==> src/rtl/pong_round_ctrl.sv <==
// Round sequencer for the two-player paddle game: steps idle/serve/play/scored/game-over,
// keeps both scores and gates paddle/ball motion from frame, start and round-winner events.
module pong_round_ctrl #(
    parameter int WIN_SCORE    = 5,
    parameter int SERVE_FRAMES = 120,
    parameter int SCORE_FRAMES = 60,
    parameter int SCORE_W      = 3,
    parameter int CNT_W        = 8
) (
    input  logic               clk,
    input  logic               reset,
    input  logic               frame_tick,
    input  logic               start_btn,
    input  logic [2:0]         winner,
    output logic [2:0]         state,
    output logic               play_en,
    output logic               ball_rst,
    output logic [SCORE_W-1:0] p1_score,
    output logic [SCORE_W-1:0] p2_score,
    output logic [2:0]         last_scorer,
    output logic               game_over
);

    localparam logic [2:0] ST_IDLE     = 3'd0;
    localparam logic [2:0] ST_SERVE    = 3'd1;
    localparam logic [2:0] ST_PLAY     = 3'd2;
    localparam logic [2:0] ST_SCORED   = 3'd3;
    localparam logic [2:0] ST_GAMEOVER = 3'd4;

    localparam logic [CNT_W-1:0]   SERVE_LOAD = CNT_W'(SERVE_FRAMES - 1);
    localparam logic [CNT_W-1:0]   SCORE_LOAD = CNT_W'(SCORE_FRAMES - 1);
    localparam logic [SCORE_W-1:0] WIN_VAL    = SCORE_W'(WIN_SCORE);

    logic               frame_q_r;
    logic               start_q_r;
    logic               win_q_r;
    logic [2:0]         state_r;
    logic [CNT_W-1:0]   cnt_r;
    logic [SCORE_W-1:0] p1_r;
    logic [SCORE_W-1:0] p2_r;
    logic [2:0]         last_r;
    logic               play_en_r;
    logic               ball_rst_r;
    logic               game_over_r;

    logic               frame_rise_s;
    logic               start_rise_s;
    logic               win_valid_s;
    logic               win_rise_s;
    logic [SCORE_W-1:0] p1_inc_s;
    logic [SCORE_W-1:0] p2_inc_s;
    logic [2:0]         state_nx_s;
    logic [CNT_W-1:0]   cnt_nx_s;
    logic [SCORE_W-1:0] p1_nx_s;
    logic [SCORE_W-1:0] p2_nx_s;
    logic [2:0]         last_nx_s;

    assign frame_rise_s = frame_tick & ~frame_q_r;
    assign start_rise_s = start_btn & ~start_q_r;
    assign win_valid_s  = (winner == 3'd1) || (winner == 3'd2);
    assign win_rise_s   = win_valid_s & ~win_q_r;
    assign p1_inc_s     = p1_r + SCORE_W'(1);
    assign p2_inc_s     = p2_r + SCORE_W'(1);

    // Next-state, countdown and score update for the round sequencer
    always_comb begin
        state_nx_s = state_r;
        cnt_nx_s   = cnt_r;
        p1_nx_s    = p1_r;
        p2_nx_s    = p2_r;
        last_nx_s  = last_r;
        case (state_r)
            ST_IDLE, ST_GAMEOVER: begin
                if (start_rise_s) begin
                    state_nx_s = ST_SERVE;
                    cnt_nx_s   = SERVE_LOAD;
                    p1_nx_s    = {SCORE_W{1'b0}};
                    p2_nx_s    = {SCORE_W{1'b0}};
                    last_nx_s  = 3'd0;
                end else begin
                    state_nx_s = state_r;
                end
            end
            ST_SERVE: begin
                if (frame_rise_s && (cnt_r == {CNT_W{1'b0}})) begin
                    state_nx_s = ST_PLAY;
                end else if (frame_rise_s) begin
                    cnt_nx_s = cnt_r - CNT_W'(1);
                end else begin
                    cnt_nx_s = cnt_r;
                end
            end
            ST_PLAY: begin
                // A score beats a simultaneous frame edge; PLAY ignores frames anyway
                if (win_rise_s && (winner == 3'd1) && (p1_r < WIN_VAL)) begin
                    p1_nx_s   = p1_inc_s;
                    last_nx_s = 3'd1;
                    if (p1_inc_s == WIN_VAL) begin
                        state_nx_s = ST_GAMEOVER;
                    end else begin
                        state_nx_s = ST_SCORED;
                        cnt_nx_s   = SCORE_LOAD;
                    end
                end else if (win_rise_s && (winner == 3'd2) && (p2_r < WIN_VAL)) begin
                    p2_nx_s   = p2_inc_s;
                    last_nx_s = 3'd2;
                    if (p2_inc_s == WIN_VAL) begin
                        state_nx_s = ST_GAMEOVER;
                    end else begin
                        state_nx_s = ST_SCORED;
                        cnt_nx_s   = SCORE_LOAD;
                    end
                end else begin
                    state_nx_s = ST_PLAY;
                end
            end
            ST_SCORED: begin
                if (frame_rise_s && (cnt_r == {CNT_W{1'b0}})) begin
                    state_nx_s = ST_SERVE;
                    cnt_nx_s   = SERVE_LOAD;
                end else if (frame_rise_s) begin
                    cnt_nx_s = cnt_r - CNT_W'(1);
                end else begin
                    cnt_nx_s = cnt_r;
                end
            end
            default: begin
                state_nx_s = ST_IDLE;
                cnt_nx_s   = {CNT_W{1'b0}};
            end
        endcase
    end

    // State, counters, edge flops and outputs decoded from the next state
    always_ff @(posedge clk) begin
        if (!reset) begin
            frame_q_r   <= 1'b0;
            start_q_r   <= 1'b0;
            win_q_r     <= 1'b0;
            state_r     <= ST_IDLE;
            cnt_r       <= {CNT_W{1'b0}};
            p1_r        <= {SCORE_W{1'b0}};
            p2_r        <= {SCORE_W{1'b0}};
            last_r      <= 3'd0;
            play_en_r   <= 1'b0;
            ball_rst_r  <= 1'b1;
            game_over_r <= 1'b0;
        end else begin
            frame_q_r   <= frame_tick;
            start_q_r   <= start_btn;
            win_q_r     <= (winner != 3'd0);
            state_r     <= state_nx_s;
            cnt_r       <= cnt_nx_s;
            p1_r        <= p1_nx_s;
            p2_r        <= p2_nx_s;
            last_r      <= last_nx_s;
            play_en_r   <= (state_nx_s == ST_PLAY);
            ball_rst_r  <= (state_nx_s != ST_PLAY);
            game_over_r <= (state_nx_s == ST_GAMEOVER);
        end
    end

    assign state       = state_r;
    assign play_en     = play_en_r;
    assign ball_rst    = ball_rst_r;
    assign p1_score    = p1_r;
    assign p2_score    = p2_r;
    assign last_scorer = last_r;
    assign game_over   = game_over_r;

endmodule

==> config.mk <==
export PLATFORM = sky130hd
export DESIGN_NAME = pong_round_ctrl
export DESIGN_NICKNAME = d
export VERILOG_FILES = /design/src/rtl/pong_round_ctrl.sv
export SDC_FILE = /design/constraint.sdc
export NUM_CORES = 1
export LEC_CHECK = 0
export BUFFER_PORTS_ARGS = -buffer_cell sky130_fd_sc_hd__buf_2
export CORE_UTILIZATION = 56
export CTS_CLUSTER_DIAMETER = 100
export DETAILED_ROUTE_END_ITERATION = 7
export PLACE_DENSITY = 0.78
export SETUP_SLACK_MARGIN = 0.2
export SLEW_MARGIN = 40
export SYNTH_ARGS = -nofsm -noshare
export SYNTH_HDL_FRONTEND = slang
export SYNTH_SLANG_ARGS = --single-unit
==> constraint.sdc <==
create_clock -name clk -period 2.85 [get_ports clk]
set_input_delay 0.7125 -clock clk [delete_from_list [all_inputs] [get_ports clk]]
set_output_delay 0.7125 -clock clk [all_outputs]
set_load 0.02 [all_outputs]
==> flow_summary.toml <==
[setup_path]
required_ps = 3110
path_delay_family = "compound AO/OA/AOI/OAI gates"
startpoint_type = "flop"
worst_setup_path_end_kind = "flop"
crit_chain = "nor3b_2, nand2_1, o41ai_4, nor2_2, o32ai_1"
arrival_ps = 2530
cp.buffers_inverters = 0
criticalPathCategory = "flop to flop"
crit_fanout = 11
critPathSlowestCell = "o41ai_4"
slowest_delay_ps = 590

[finish]
fin_nets = 211
fill_cells = 237
final_core_utilization = 0.6647
area_delta_synth_final_pct = 10.47
design_area_um2 = 1677
num_antenna_cells = 0
drive_gt1_frac = 0.1726

[floorplanning]
ios = 22
start_util = 0.6017
die-area_um2 = 2922
rows = 18
die_x_um = 54.06
die_y_um = 54.06
core_area_um2 = 2522

[drt]
dr_total_vias = 1424
drtIter0Drc = 34
drtPass1Iterations = 4
drtAntennaViolNets = 0
via_per_inst = 6.273
drc = 0
wirelength_mm = 3.517
routedWlPerCell_um = 15.49

[timing]
maxSlewHeadroom = 0.4777
hold_viol_final = 0
max_freq_ghz = 0.4398
rsz0062_at_grt = "false"
fin_skew_ps = 16.81
fin_setup_tns_ps = 0
worst_pin_slew_ps = 776.4
period_minus_slack_ps = 2274
drv_slew = 0
period_share = 0.7978
finalSetupViolCount = 0

[clock_tree]
cts_buffers = 3
cts_tree = "done"
cts_resized = 0
post_cts.repair.setup_buffers = 0
numClockSinks = 25
cts_hold_buf = 0
clk_latency_ps = 340
cts_root_buf = "clkbuf_4"
cts.path.max_buffers = 2
cts_max_level = 1
path_clk_slew_ps = 160

[status]
status = "finished clean"

[place]
hpwl_mm = 2.593
place_area_um2 = 1647
io_buffers = 20
gp_congestion = 0.8740

[power]
ir_worst_vdd_uv = 412.8
p_leak_nw = 0.6691
power.density_nw_per_um2 = 442.0

[global_routing]
grt_use_total = 0.2620
grt_max_degree = 23
antenna_found_initial = 0
gr-total-overflow = 0
grt_pass1_wl_mm = 5.540
first_global_vias = 1267

[synthesis]
yosysTopAreaCellShare = 0.3298
syn_inst = 177
ys_top_cells_by_area = "dfxtp_1 33%, a21boi_1 4.9%, ha_1 4.9%"
synth_edf_count = 0
ys_seq_elements = 25
synthTopCellsByCount = "25 x dfxtp_1, 14 x nor2_1, 10 x a21boi_1, 10 x nand2_1, 9 x o21ai_0"
ys_seq_area_frac = 0.3298
synthMostInstantiatedCell = "dfxtp_1"
yosys.area.top_type = "dfxtp_1"
synth_cell_types = 55
async_flop_share = 0
netlist_area_um2 = 1518
synth_nets = 190
synth.avg_cell_area_um2 = 8.575
ys_warn_count = 0
ys.flop_type = "dfxtp_1"

[run]
drv_cap = 0

[min_path]
hold_path.class = "flop to flop"
==> power by group <==
part           internal (W)  total (W)  leakage (nW)  switching, W
registers          0.000368   0.000390         0.204     0.0000215
clock network     0.0000538   0.000171        0.0139      0.000117
logic             0.0000744   0.000180         0.451      0.000106
total              0.000496   0.000741         0.669      0.000245
==> stage by stage <==
stage / worst slack [ps] / instances / total power, W / hold slack [ps]
6_report: 576.4 / 227 / 0.0007410 / 510.6
4_1_cts: 597.7 / 227 / 0.0007425 / 514.3
2_1_floorplan: 598.0 / 177 / 0.0005276 / 470.4
3_5_place_dp: 282.4 / 223 / 0.0005741 / 480.5
5_1_grt: 427.5 / 227 / 0.0007769 / 521.6
3_3_place_gp: 378.0 / 223 / 0.0005676 / 477.3
==> flip-flops by register name, indices dropped and copies added, names as in the netlist <==
register and cells:
ball_rst 1, cnt_r 8, frame_q_r 1, game_over 1
last_scorer 2, p1_score 3, p2_score 3, play_en 1
start_q_r 1, state 3, win_q_r 1
==> worst paths after layout <==
kind                            cells past startpoint  slack (ps)       end     start
worst max register to register                      5         580  cnt_r[3]  state[1]
worst min register to register                      2         510  cnt_r[2]  cnt_r[2]
worst min-delay path                                2         510  cnt_r[2]  cnt_r[2]
worst max-delay path                                5         580  cnt_r[3]  state[1]
==> logic make-up (layout without fill, tap and decap cells) <==
family / after synthesis / count (layout) / synth area share
adder cells (fa/ha/maj): 6 / 6 / 0.04946
flip-flops: 25 / 25 / 0.3298
other: 1 / 1 / 0.002471
buffers and inverters: 15 / 35 / 0.04040
AO/OA/AOI/OAI: 60 / 60 / 0.2968
XOR/XNOR: 5 / 5 / 0.02886
AND/OR/NAND/NOR: 65 / 65 / 0.2523
==> cells in the final DEF (no fill, tap or decap), types with 3 or more instances in the layout <==
cell type | Yosys | layout
nand2b_1 | 4 | 4
nor2_1 | 14 | 14
a21boi_1 | 10 | 10
o22ai_1 | 6 | 6
clkbuf_4 | 0 | 3
nor2b_1 | 7 | 7
o32ai_1 | 3 | 3
nand2_1 | 10 | 10
o21ai_1 | 3 | 3
nand4_1 | 3 | 3
o21ai_0 | 9 | 9
a31oi_1 | 3 | 3
buf_2 | 1 | 20
a21oi_1 | 6 | 6
nor3_1 | 3 | 3
dfxtp_1 | 25 | 25
buf_4 | 1 | 3
ha_1 | 6 | 6
xnor2_1 | 3 | 3
inv_1 | 8 | 8
==> area by class of cell <==
cell class / instances / area (um^2) / area share
flip-flops and latches: 25 / 500.5 / 0.2985
clock inverters: 1 / 7.507 / 0.004478
clock buffers: 3 / 22.52 / 0.01343
multi-input cells: 137 / 955.9 / 0.5701
repair buffers: 23 / 122.6 / 0.07313
well taps: 30 / 37.54 / 0.02239
inverters: 8 / 30.03 / 0.01791
==> tightest hold or removal path: stages, from the launching register on <==
cell,delay [ps]
dfxtp_1,350
o21ai_1,70
a21boi_1,60
==> layer usage <==
metal,up-vias,GRT usage,part of all wire
met5,-,0,0
met4,0,0.1068,0.018
met3,7,0.02825,0.030
met2,35,0.4938,0.51
met1,684,0.2942,0.44
li1,698,-,-
(Power assumes the default switching activity.)
